`src/rtl/vpipe_pkg.sv`:
```
// Shared types for the vpipe transform family: lane op modes, lane config
// record and the per-lane reset default.
package vpipe_pkg;

  typedef enum logic [1:0] {
    MODE_PASS = 2'd0,
    MODE_INC  = 2'd1,
    MODE_SHL  = 2'd2,
    MODE_RSVD = 2'd3
  } mode_t;

  // Fields are sized for the widest supported lane; users slice down to W/SHW.
  localparam int CFG_MAX_W   = 64;
  localparam int CFG_MAX_SHW = 8;

  typedef struct packed {
    mode_t                  mode;
    logic [CFG_MAX_SHW-1:0] shamt;
    logic [CFG_MAX_W-1:0]   off;
  } lane_cfg_t;

  function automatic lane_cfg_t lane_reset_cfg(input int unsigned lane);
    lane_cfg_t c;
    c.mode  = MODE_PASS;
    c.shamt = '0;
    c.off   = CFG_MAX_W'(lane + 1);
    return c;
  endfunction

endpackage

```
`src/rtl/xform_lane.sv`:
```
// Single-lane combinational transform: result = op(d) + off, all W-bit wrap.
module xform_lane
  import vpipe_pkg::*;
#(
  parameter int W   = 8,
  parameter int SHW = 3
) (
  input  logic [W-1:0]   d,
  input  mode_t          mode,
  input  logic [SHW-1:0] shamt,
  input  logic [W-1:0]   off,
  output logic [W-1:0]   result
);

  logic [W-1:0] t;

  // Reserved mode falls through to PASS; a shift of W or more clears the word.
  always_comb begin
    t = d;
    case (mode)
      MODE_INC: t = d + W'(1);
      MODE_SHL: t = (32'(shamt) >= W) ? '0 : (d << shamt);
      default:  t = d;
    endcase
    result = t + off;
  end

endmodule

```
`src/rtl/multilane_xform_pipe.sv`:
```
// N-lane broadcast transform feeding a DEPTH-stage valid/ready pipeline with
// a per-lane runtime config register file.
module multilane_xform_pipe
  import vpipe_pkg::*;
#(
  parameter int W     = 8,
  parameter int LANES = 5,
  parameter int DEPTH = 2,
  parameter int SHW   = 3
) (
  input  logic                                      clk,
  input  logic                                      rst,
  input  logic                                      in_valid,
  output logic                                      in_ready,
  input  logic [W-1:0]                              in_data,
  output logic                                      out_valid,
  input  logic                                      out_ready,
  output logic [LANES*W-1:0]                        out_data,
  input  logic                                      cfg_we,
  input  logic [((LANES > 1) ? $clog2(LANES) : 1)-1:0] cfg_lane,
  input  logic [1:0]                                cfg_mode,
  input  logic [SHW-1:0]                            cfg_shamt,
  input  logic [W-1:0]                              cfg_off
);

  logic [LANES*W-1:0] xf;
  logic [DEPTH-1:0]   vld;
  logic [DEPTH-1:0]   adv;
  logic [LANES*W-1:0] dat [DEPTH];

  for (genvar g = 0; g < LANES; g++) begin : g_lane
    localparam lane_cfg_t RST_CFG = lane_reset_cfg(g);

    mode_t          mode_q;
    logic [SHW-1:0] shamt_q;
    logic [W-1:0]   off_q;

    // Lane selects outside 0..LANES-1 match no lane and are dropped.
    always_ff @(posedge clk) begin
      if (rst) begin
        mode_q  <= RST_CFG.mode;
        shamt_q <= RST_CFG.shamt[SHW-1:0];
        off_q   <= RST_CFG.off[W-1:0];
      end else if (cfg_we && (32'(cfg_lane) == g)) begin
        mode_q  <= mode_t'(cfg_mode);
        shamt_q <= cfg_shamt;
        off_q   <= cfg_off;
      end
    end

    xform_lane #(.W(W), .SHW(SHW)) u_lane (
      .d      (in_data),
      .mode   (mode_q),
      .shamt  (shamt_q),
      .off    (off_q),
      .result (xf[g*W +: W])
    );
  end

  // Stage k can move iff the sink is ready or some stage at or after k is empty;
  // flattened form of the recursive stall chain.
  always_comb begin
    for (int k = 0; k < DEPTH; k++) begin
      adv[k] = out_ready;
      for (int j = k; j < DEPTH; j++) begin
        if (!vld[j]) adv[k] = 1'b1;
      end
    end
  end

  always_ff @(posedge clk) begin
    if (rst) begin
      vld <= '0;
      for (int k = 0; k < DEPTH; k++) dat[k] <= '0;
    end else begin
      if (adv[0]) vld[0] <= in_valid;
      if (adv[0] && in_valid) dat[0] <= xf;
      for (int k = 1; k < DEPTH; k++) begin
        if (adv[k]) vld[k] <= vld[k-1];
        if (adv[k] && vld[k-1]) dat[k] <= dat[k-1];
      end
    end
  end

  assign in_ready  = adv[0];
  assign out_valid = vld[DEPTH-1];
  assign out_data  = dat[DEPTH-1];

endmodule

```
`config.mk`:
```
export PLATFORM = sky130hd
export DESIGN_NAME = multilane_xform_pipe
export DESIGN_NICKNAME = d
export VERILOG_FILES = /design/src/rtl/vpipe_pkg.sv /design/src/rtl/xform_lane.sv /design/src/rtl/multilane_xform_pipe.sv
export SDC_FILE = /design/constraint.sdc
export NUM_CORES = 1
export LEC_CHECK = 0
export BUFFER_PORTS_ARGS = -buffer_cell sky130_fd_sc_hd__buf_4
export CAP_MARGIN = 20
export CORE_MARGIN = 4
export CORE_UTILIZATION = 66
export DETAILED_ROUTE_END_ITERATION = 6
export PLACE_DENSITY = 0.83
export SYNTH_ARGS = -nofsm -noshare
export SYNTH_HDL_FRONTEND = slang
export SYNTH_SLANG_ARGS = --single-unit
```
`constraint.sdc`:
```
create_clock -name clk -period 7 [get_ports clk]
set_clock_uncertainty 0.2 [all_clocks]
set_input_delay 0.35 -clock clk [delete_from_list [all_inputs] [get_ports clk]]
set_output_delay 0.35 -clock clk [all_outputs]
set_load 0.05 [all_outputs]
```
Yosys cells after proc, flatten, opt, wreduce, memory -nomap -nowiden
Memories as Yosys holds them, arrays and structs flattened. Cells that the tools add are included.

Add/subtract/negate cells: 6. Eq/ne operators: 14. Shift-type cells: 5. Multiplexer cells: 18. Bitwise logic cells: 2. Reduce and logical (&&, ||, !) cells: 8.

Operators with widths (number): two-way mux 40 bit (2); one-hot mux 8 bit (2 select lines) (5); adder 8 bit (5); left shift 8 x 3 -> 8 bit (5); two-way mux 1 bit (11); == test 2 x 1 -> 1 bit, second input constant (5); == test 2 bit, second input constant (5); adder 8 x 1 -> 8 bit, second input constant (1); logical AND 1 bit (7); == test 3 x 2 -> 1 bit, second input constant (2); == test 3 x 1 -> 1 bit, second input constant (1); == test 3 bit, second input constant (1); zero test 3 bit (1); bitwise OR 1 bit (2).

Register bits after elaboration: 67. Bits in writable memories: 80. Input bits: 29. Output and inout port bits: 42. Memories: 1.

Memory list: dat (words 2, width 40, read ports 2, clocked after memory_dff 0, wr ports 2, line multilane_xform_pipe.sv:29) `logic [LANES*W-1:0] dat [DEPTH];`.

Longest topological paths before layout
Gate-level depths: netlist of the first run.

Word-level depth: 7. Mapped depth: 16. Gate-level depth less buffers: 14.

By module
Synthesis of the first run repeated with hierarchy kept, for this count alone.

Cells, all modules: 1057. Area, all modules: 10373.7 um2.

By module, submodules not included: multilane_xform_pipe (instances 1, cells each 466, area each 6075.8 um2, seq. area each 3743.6 um2); xform_lane at g_lane[0].u_lane ... (instances 3, cells each 117, area each 877.1 um2, seq. area each 0.0 um2); xform_lane at g_lane[1].u_lane (instances 1, cells each 122, area each 839.6 um2, seq. area each 0.0 um2); xform_lane at g_lane[4].u_lane (instances 1, cells each 118, area each 827.0 um2, seq. area each 0.0 um2).

Worst setup path after synthesis of the first run
No wires, ideal clock.

Path type: register to register. Start: register vld[1]. End: memory dat[0][40] (netlist bit), enable pin. Setup time: 0.446 ns. Data arrival time: 2.574 ns. Data required time: 6.354 ns. Slack: 3.780 ns. Stages on the path, launching flop included: 3. Buffers on the path: 0. Clock period less this slack: 3.220 ns. Cells stage by stage: dfxtp_1 nor2b_1 o21bai_1.

RTL lines: start: declaration (line multilane_xform_pipe.sv:27) `logic [DEPTH-1:0] vld;`; start signal: indexed assignment (line multilane_xform_pipe.sv:79) `if (adv[k]) vld[k] <= vld[k-1];`; end: declaration (line multilane_xform_pipe.sv:29).

==> impl_metrics.toml, run 1 <==
[route]
vias = 7221
drt-pass1-iter-count = 5
via_per_inst = 6.02
wl_per_cell_um = 17.4
drt_iter0_markers = 738
routed_wl_um = 20900
drc_errors = 0
antenna_left = 0

[floorplanning]
start_util_pct = 68.7
die_w_um = 126
ios = 71
dieHeight_um = 126
die-area_sq_mm = 0.0160
num_rows = 42
core_area_sq_mm = 0.0135

[critical_path]
crit_fanout = 12
crit_required_ns = 6.94
slowest_stage = "dfxtp_1"
crit_path_start = "g_lane[4].shamt_q[1]$_SDFFE_PP0P_"
reg2reg_from = "g_lane[4].shamt_q[1]$_SDFFE_PP0P_"
cp-start-kind = "flop"
cp-end-kind = "flop"
critPathKind = "flop to flop"
critPathMaxStageDelay_ns = 0.60
path_cells = "mux2_2, nor2_1, a21oi_1, mux2_2, a221oi_1, a21oi_1, ha_1, o21ai_0, nor3b_1, a31oi_1, a21boi_0, nand3_1, nor3b_2"
reg2reg_depth = 13
critPathBufInv = 0
crit_cells = 13
crit_end = "dat[0][39]$_SDFFCE_PN0P_"
ff2ff_setup_slack_ns = 3.39
arrival_ns = 3.55
r2r_end = "dat[0][39]$_SDFFCE_PN0P_"
path_delay_family = "compound AO/OA/AOI/OAI gates"

[logic_synthesis]
syn_inst = 1026
synth-seq-cells = 147
yosys-top-cells-area = "edfxtp_1, dfxtp_1, nand2_1, ha_1, a21oi_1"
synthArstFlopShare_pct = 0
ys_warn_count = 0
avgSynthCellArea_sq_um = 9.00
synth_most_common_cell = "nand2_1"
ys_top_cells_by_count = "nand2_1, a21oi_1, edfxtp_1"
syn_area_sq_mm = 0.00924
synth_top_area_cell = "edfxtp_1"
ys_seq_area_share_pct = 40.5
synth.top_cell.area_share_pct = 26.0
synth_cell_types = 49
synth_edf_count = 80
yosys_most_used_dff = "edfxtp_1"
synth_fp_nets = 1107

[clock_network]
path_clk_slew_ns = 0.06
htreeDepth = 4
post_cts_buffers = 0
cts.sinks = 147
clock_latency_ns = 0.43
cts_buffer_depth = 2
cts_buffers = 17
root_buffer = "clkbuf_16"
cts_tree = "built"
post_cts_resized = 0

[sta]
max-slew-margin-rel_pct = 29.1
fmax_ghz = 0.277
finalSetupViolations = 0
fin_crit_sh_pct = 51.6
finalCriticalPeriod_ns = 3.61
slew_violations = 0
hold_viol_final = 0
rsz0062_at_grt = "no"
setup_tns_ns = 0
worstMarginPinSlew_ns = 1.06

[worst_hold_path]
worstHoldPathCells = 3
hold_class = "input port to flop"

[final_layout]
fillers = 989
syn_to_final_growth_pct = 8.57
final_cell_area_sq_mm = 0.0100
drive_above_1_share_pct = 13.4
fin_util_pct = 74.6
nNetsFinal = 1091
n_antenna_cell = 0

[placement]
place_area_sq_mm = 0.00940
place_hpwl_um = 14200
gp_congestion = 0.970
port_buffers = 70

[power]
ir_drop_v = 0.000137
p_per_area_mw_per_mm2 = 230
power_mw = 2.30
power.leakage_nw = 3.81

[run_status]
outcome = "complete, no violations"

[global_route]
grt_usage_pct = 26.7
grt.overflow.total = 0
grt_pass1_wl_um = 34300
grt_pass1_vias = 6597
grt_max_degree = 72
antenna_found_initial = 0

[job]
cap_violations = 0
area by class of cell:
| type | instances | area [sq um] | area share (%) |
|---|---|---|---|
| Clock buffer | 18 | 429 | 4.28 |
| Clock inverter | 14 | 179 | 1.78 |
| Inverter | 24 | 90.1 | 0.898 |
| Multi-Input combinational cell | 746 | 4810 | 47.9 |
| Sequential cell | 147 | 3740 | 37.3 |
| Tap cell | 176 | 220 | 2.20 |
| Timing Repair Buffer | 74 | 561 | 5.59 |
cells by family after synthesis:
family                   Yosys count  share of synthesized area [%]
adder cells (fa/ha/maj)           52                           7.45
multiplexers                      49                           6.99
AND/OR/NAND/NOR                  390                           20.1
buffers and inverters            133                           7.61
flip-flops                       147                           40.5
XOR/XNOR                          33                           3.13
AO/OA/AOI/OAI                    222                           14.2
cell usage in the layout, fill, tap and decap left out, types with 4 or more instances in the layout:
master / synthesis / final
buf_4: 40 / 72
edfxtp_1: 80 / 80
mux4_2: 11 / 11
a221oi_1: 9 / 9
mux2_2: 14 / 14
a211oi_1: 7 / 7
o21ai_0: 56 / 56
xor2_1: 15 / 15
xnor2_1: 18 / 18
and3_1: 4 / 4
nand2b_1: 9 / 9
fa_1: 5 / 5
mux2i_1: 24 / 24
nor2b_1: 20 / 20
ha_1: 47 / 47
a21o_1: 6 / 6
a21oi_1: 99 / 99
a31oi_1: 5 / 5
inv_1: 24 / 24
o31a_1: 4 / 4
a22oi_1: 19 / 19
nand3_1: 20 / 20
dfxtp_1: 67 / 67
clkbuf_16: 0 / 17
nand3b_1: 17 / 17
and2_1: 53 / 53
nand2_1: 169 / 169
o21bai_1: 5 / 4
nor2_1: 70 / 70
nor3b_1: 8 / 8
nor3_1: 10 / 9
metrics by stage:
step / hold WS (ns) / worst slack [ns] / instances
6_report: 0.00600 / 3.39 / 1199
5_1_grt: 0.00971 / 3.09 / 1199
4_1_cts: 0.000798 / 3.43 / 1199
3_5_place_dp: 0.253 / 3.22 / 1165
3_3_place_gp: 0.247 / 3.30 / 1165
2_1_floorplan: 0.241 / 3.78 / 1026
how the worst min path moves through the flow:
stage                                    startpoint                           endpoint  slack [ns]
detailed placement  g_lane[2].off_q[2]$_SDFFE_PP0P_    g_lane[2].off_q[2]$_SDFFE_PP0P_        0.25
global route                           cfg_shamt[0]  g_lane[3].shamt_q[0]$_SDFFE_PP0P_        0.01
floorplan           g_lane[0].off_q[2]$_SDFFE_PP0P_    g_lane[0].off_q[2]$_SDFFE_PP0P_        0.24
CTS                                    cfg_shamt[0]  g_lane[3].shamt_q[0]$_SDFFE_PP0P_      0.0008
global placement    g_lane[4].off_q[5]$_SDFFE_PP0P_    g_lane[4].off_q[5]$_SDFFE_PP0P_        0.25
finish                                 cfg_shamt[0]  g_lane[3].shamt_q[0]$_SDFFE_PP0P_       0.006
registers in the layout, indices dropped and copies added, names as in the netlist:
register        flops
g_lane.mode_q      10
g_lane.off_q       40
vld                 2
dat                80
g_lane.shamt_q     15
layer usage:
layer	track usage (%)	share of wire, %	vias up	wire length (um)
met1	36.2	42	3316	8780
li1	-	-	3518	-
met3	6.60	9.2	45	1930
met2	41.9	46	342	9620
met4	9.84	2.7	0	567
met5	0	0	-	0
tightest hold or removal path: stages:
cell     delay, ns
buf_4         0.14
nand2_1       0.05
a21oi_1       0.05
what timing repair did:
action                                  CTS  global route
endpoints found under the setup margin    0             0
endpoints found under the hold margin     2             0
hold buffers                              2             0
report_power, final:
group | internal [mW] | switching, mW
logic | 0.132 | 0.246
registers | 0.969 | 0.0205
clock network | 0.566 | 0.371
No activity file was read; power rests on OpenSTA's default activity.
==> run 2: changes to the inputs <==
--- a/config.mk
+++ b/config.mk
@@ -8,9 +8,9 @@
 export BUFFER_PORTS_ARGS = -buffer_cell sky130_fd_sc_hd__buf_4
 export CAP_MARGIN = 20
 export CORE_MARGIN = 4
-export CORE_UTILIZATION = 66
+export CORE_UTILIZATION = 55
 export DETAILED_ROUTE_END_ITERATION = 6
-export PLACE_DENSITY = 0.83
+export PLACE_DENSITY = 0.74
 export SYNTH_ARGS = -nofsm -noshare
 export SYNTH_HDL_FRONTEND = slang
 export SYNTH_SLANG_ARGS = --single-unit
==> constraint.sdc (replaced) <==
create_clock -name clk -period 3.3 [get_ports clk]
set_clock_uncertainty 0.2 [all_clocks]
set_input_delay 0.165 -clock clk [delete_from_list [all_inputs] [get_ports clk]]
set_output_delay 0.165 -clock clk [all_outputs]
set_load 0.05 [all_outputs]
==> run 2 against run 1 <==
Clock power up 110%; worst setup slack worse by 3.3 ns; sequential power grew 110%; via count up 2.6%.
==> impl_metrics.toml, run 2 (synthesis gave the netlist of run 1 again) <==
[run_status]
outcome = "complete, no violations"

[power]
combPwrFrac_pct = 18.3
p_int_mw = 3.54
seqPwrFrac_pct = 42.1
switchingPower_mw = 1.42
switching_share_pct = 28.5
ir_drop_v = 0.000318
clkPwrFrac_pct = 39.6
power.leakage_nw = 4.30
p_per_area_mw_per_mm2 = 455

[critical_path]
critPathKind = "flop to flop"
crit_required_ns = 3.27
cp-start-kind = "flop"
arrival_ns = 3.18
critPathBufInv = 0
crit_fanout = 4
slowest_stage = "dfxtp_1"
cp-end-kind = "flop"
path_cells = "mux2_2, nor2_1, a21oi_1, mux2_2, a221oi_1, a21oi_1, ha_1, o21ai_0, nand3b_1, nand3_1, a211oi_1, xnor2_1, nor2_1"
critPathMaxStageDelay_ns = 0.39
path_delay_family = "compound AO/OA/AOI/OAI gates"

[final_layout]
fin_util_pct = 66.0
layout_common_cells = "nand2_1, buf_4, a21oi_1"
largest_register_ffs = 80
top_register = "dat"
fillers = 1345
n_antenna_cell = 0
syn_to_final_growth_pct = 18.1
final_common_cell = "nand2_1"
drive_above_1_share_pct = 21.6
top_regs = "dat: 80 flops, g_lane.off_q: 40 flops, g_lane.shamt_q: 15 flops"
final_cell_area_sq_mm = 0.0109
nNetsFinal = 1182

[global_route]
grt_pass1_wl_um = 35500
grt_pass1_vias = 6865
grt_usage_pct = 24.1
grt_max_degree = 72
grt.overflow.total = 0
antenna_found_initial = 0

[sta]
slew_violations = 0
finalSetupViolations = 0
fin_crit_sh_pct = 97.4
hold_viol_final = 0
rsz0062_at_grt = "yes"
finalCriticalPeriod_ns = 3.21
holdWs_ns = 0.0579
fmax_ghz = 0.311
worstMarginPinSlew_ns = 1.00
max-slew-margin-rel_pct = 32.9
setup_tns_ns = 0

[clock_network]
htreeDepth = 4
path_clk_slew_ns = 0.06
cts_buffers = 17
cts_tree = "built"
cts_buffer_depth = 2
root_buffer = "clkbuf_16"
cts.sinks = 147
clock_latency_ns = 0.42

[floorplanning]
die_w_um = 138
num_rows = 47
start_util_pct = 55.9
ios = 71
dieHeight_um = 138
die-area_sq_mm = 0.0189
core_area_sq_mm = 0.0165

[placement]
place_hpwl_um = 15700
place_area_sq_mm = 0.0100
gp_congestion = 0.904
port_buffers = 70

[route]
wl_per_cell_um = 16.7
drc_errors = 0
antenna_left = 0
drt_iter0_markers = 648
routed_wl_um = 22300
vias = 7411
drt-pass1-iter-count = 5
via_per_inst = 5.56

[job]
cap_violations = 0

[worst_hold_path]
hold_class = "input port to flop"
==> run 2: cell count changes in the layout (fill, tap and decap cells not counted), moves of 6 or more <==
cell | previous run | this run
buf_4 | 72 | 148
dlygate4sd3_1 | 2 | 15
o21ai_0 | 56 | 47
o21ai_1 | 3 | 10
dfxtp_1 | 67 | 61
==> run 2: path summary, 6_finish.rpt <==
| path | end | startpoint | depth (start not counted) | slack [ns] |
|---|---|---|---|---|
| setup / recovery | dat[0][31]$_SDFFCE_PN0P_ | g_lane[3].shamt_q[1]$_SDFFE_PP0P_ | 13 | 0.09 |
| hold / removal | g_lane[1].shamt_q[1]$_SDFFE_PP0P_ | cfg_lane[1] | 5 | 0.06 |
| setup reg to reg | dat[0][31]$_SDFFCE_PN0P_ | g_lane[3].shamt_q[1]$_SDFFE_PP0P_ | 13 | 0.09 |
| hold reg to reg | g_lane[1].off_q[4]$_SDFFE_PP0P_ | g_lane[1].off_q[4]$_SDFFE_PP0P_ | 2 | 0.26 |
==> run 2: through the flow <==
stage / total power, mW / setup slack, ns / std cells
finish: 4.96 / 0.0853 / 1334
floorplan: 2.75 / 0.0800 / 1026
global route: 5.16 / -0.0366 / 1334
CTS: 4.97 / 0.00334 / 1332
global placement: 2.97 / 0.0995 / 1285
detailed placement: 2.99 / 0.0578 / 1285
==> run 2: per-layer routing <==
layer / share of wire [%] / global-route usage (%) / vias up / routed length, um
met5: 0 / 0 / - / 0
met4: 2.1 / 8.54 / 0 / 457
met3: 5.1 / 3.18 / 33 / 1130
met2: 47 / 39.1 / 217 / 10500
met1: 46 / 33.3 / 3466 / 10200
li1: - / - / 3695 / -
==> run 2: cell type report <==
type	count	area [sq um]	share of cell area (%)
multi-input combinational	746	4890	44.8
sequential	147	3760	34.4
timing repair buffer	165	1310	12.0
clock buffer	17	425	3.90
tap	220	275	2.52
clock inverter	15	170	1.56
inverter	24	90.1	0.825
==> run 2: tightest hold or removal path: cells and delay by family <==
family | cells | cell delay [ns]
buf+inv | 2 | 0.30
simple gates | 2 | 0.13
compound gates | 1 | 0.05
==> run 2: what timing repair did <==
| item | in CTS | in global routing |
|---|---|---|
| setup buffers | 0 | 1 |
| gates resized for setup | 0 | 37 |
| endpoints found under the setup margin | 0 | 10 |
| hold buffers | 15 | 0 |
| endpoints found under the hold margin | 67 | 0 |
==> run 2: power by group through the flow <==
stage	Combinational [mW]	Sequential, mW	Clock, mW
after floorplan	0.626	2.12	0
after global placement	0.845	2.13	0
after detailed placement	0.859	2.13	0
after CTS	0.881	2.09	1.99
after global routing	0.981	2.10	2.08
final	0.908	2.09	1.96
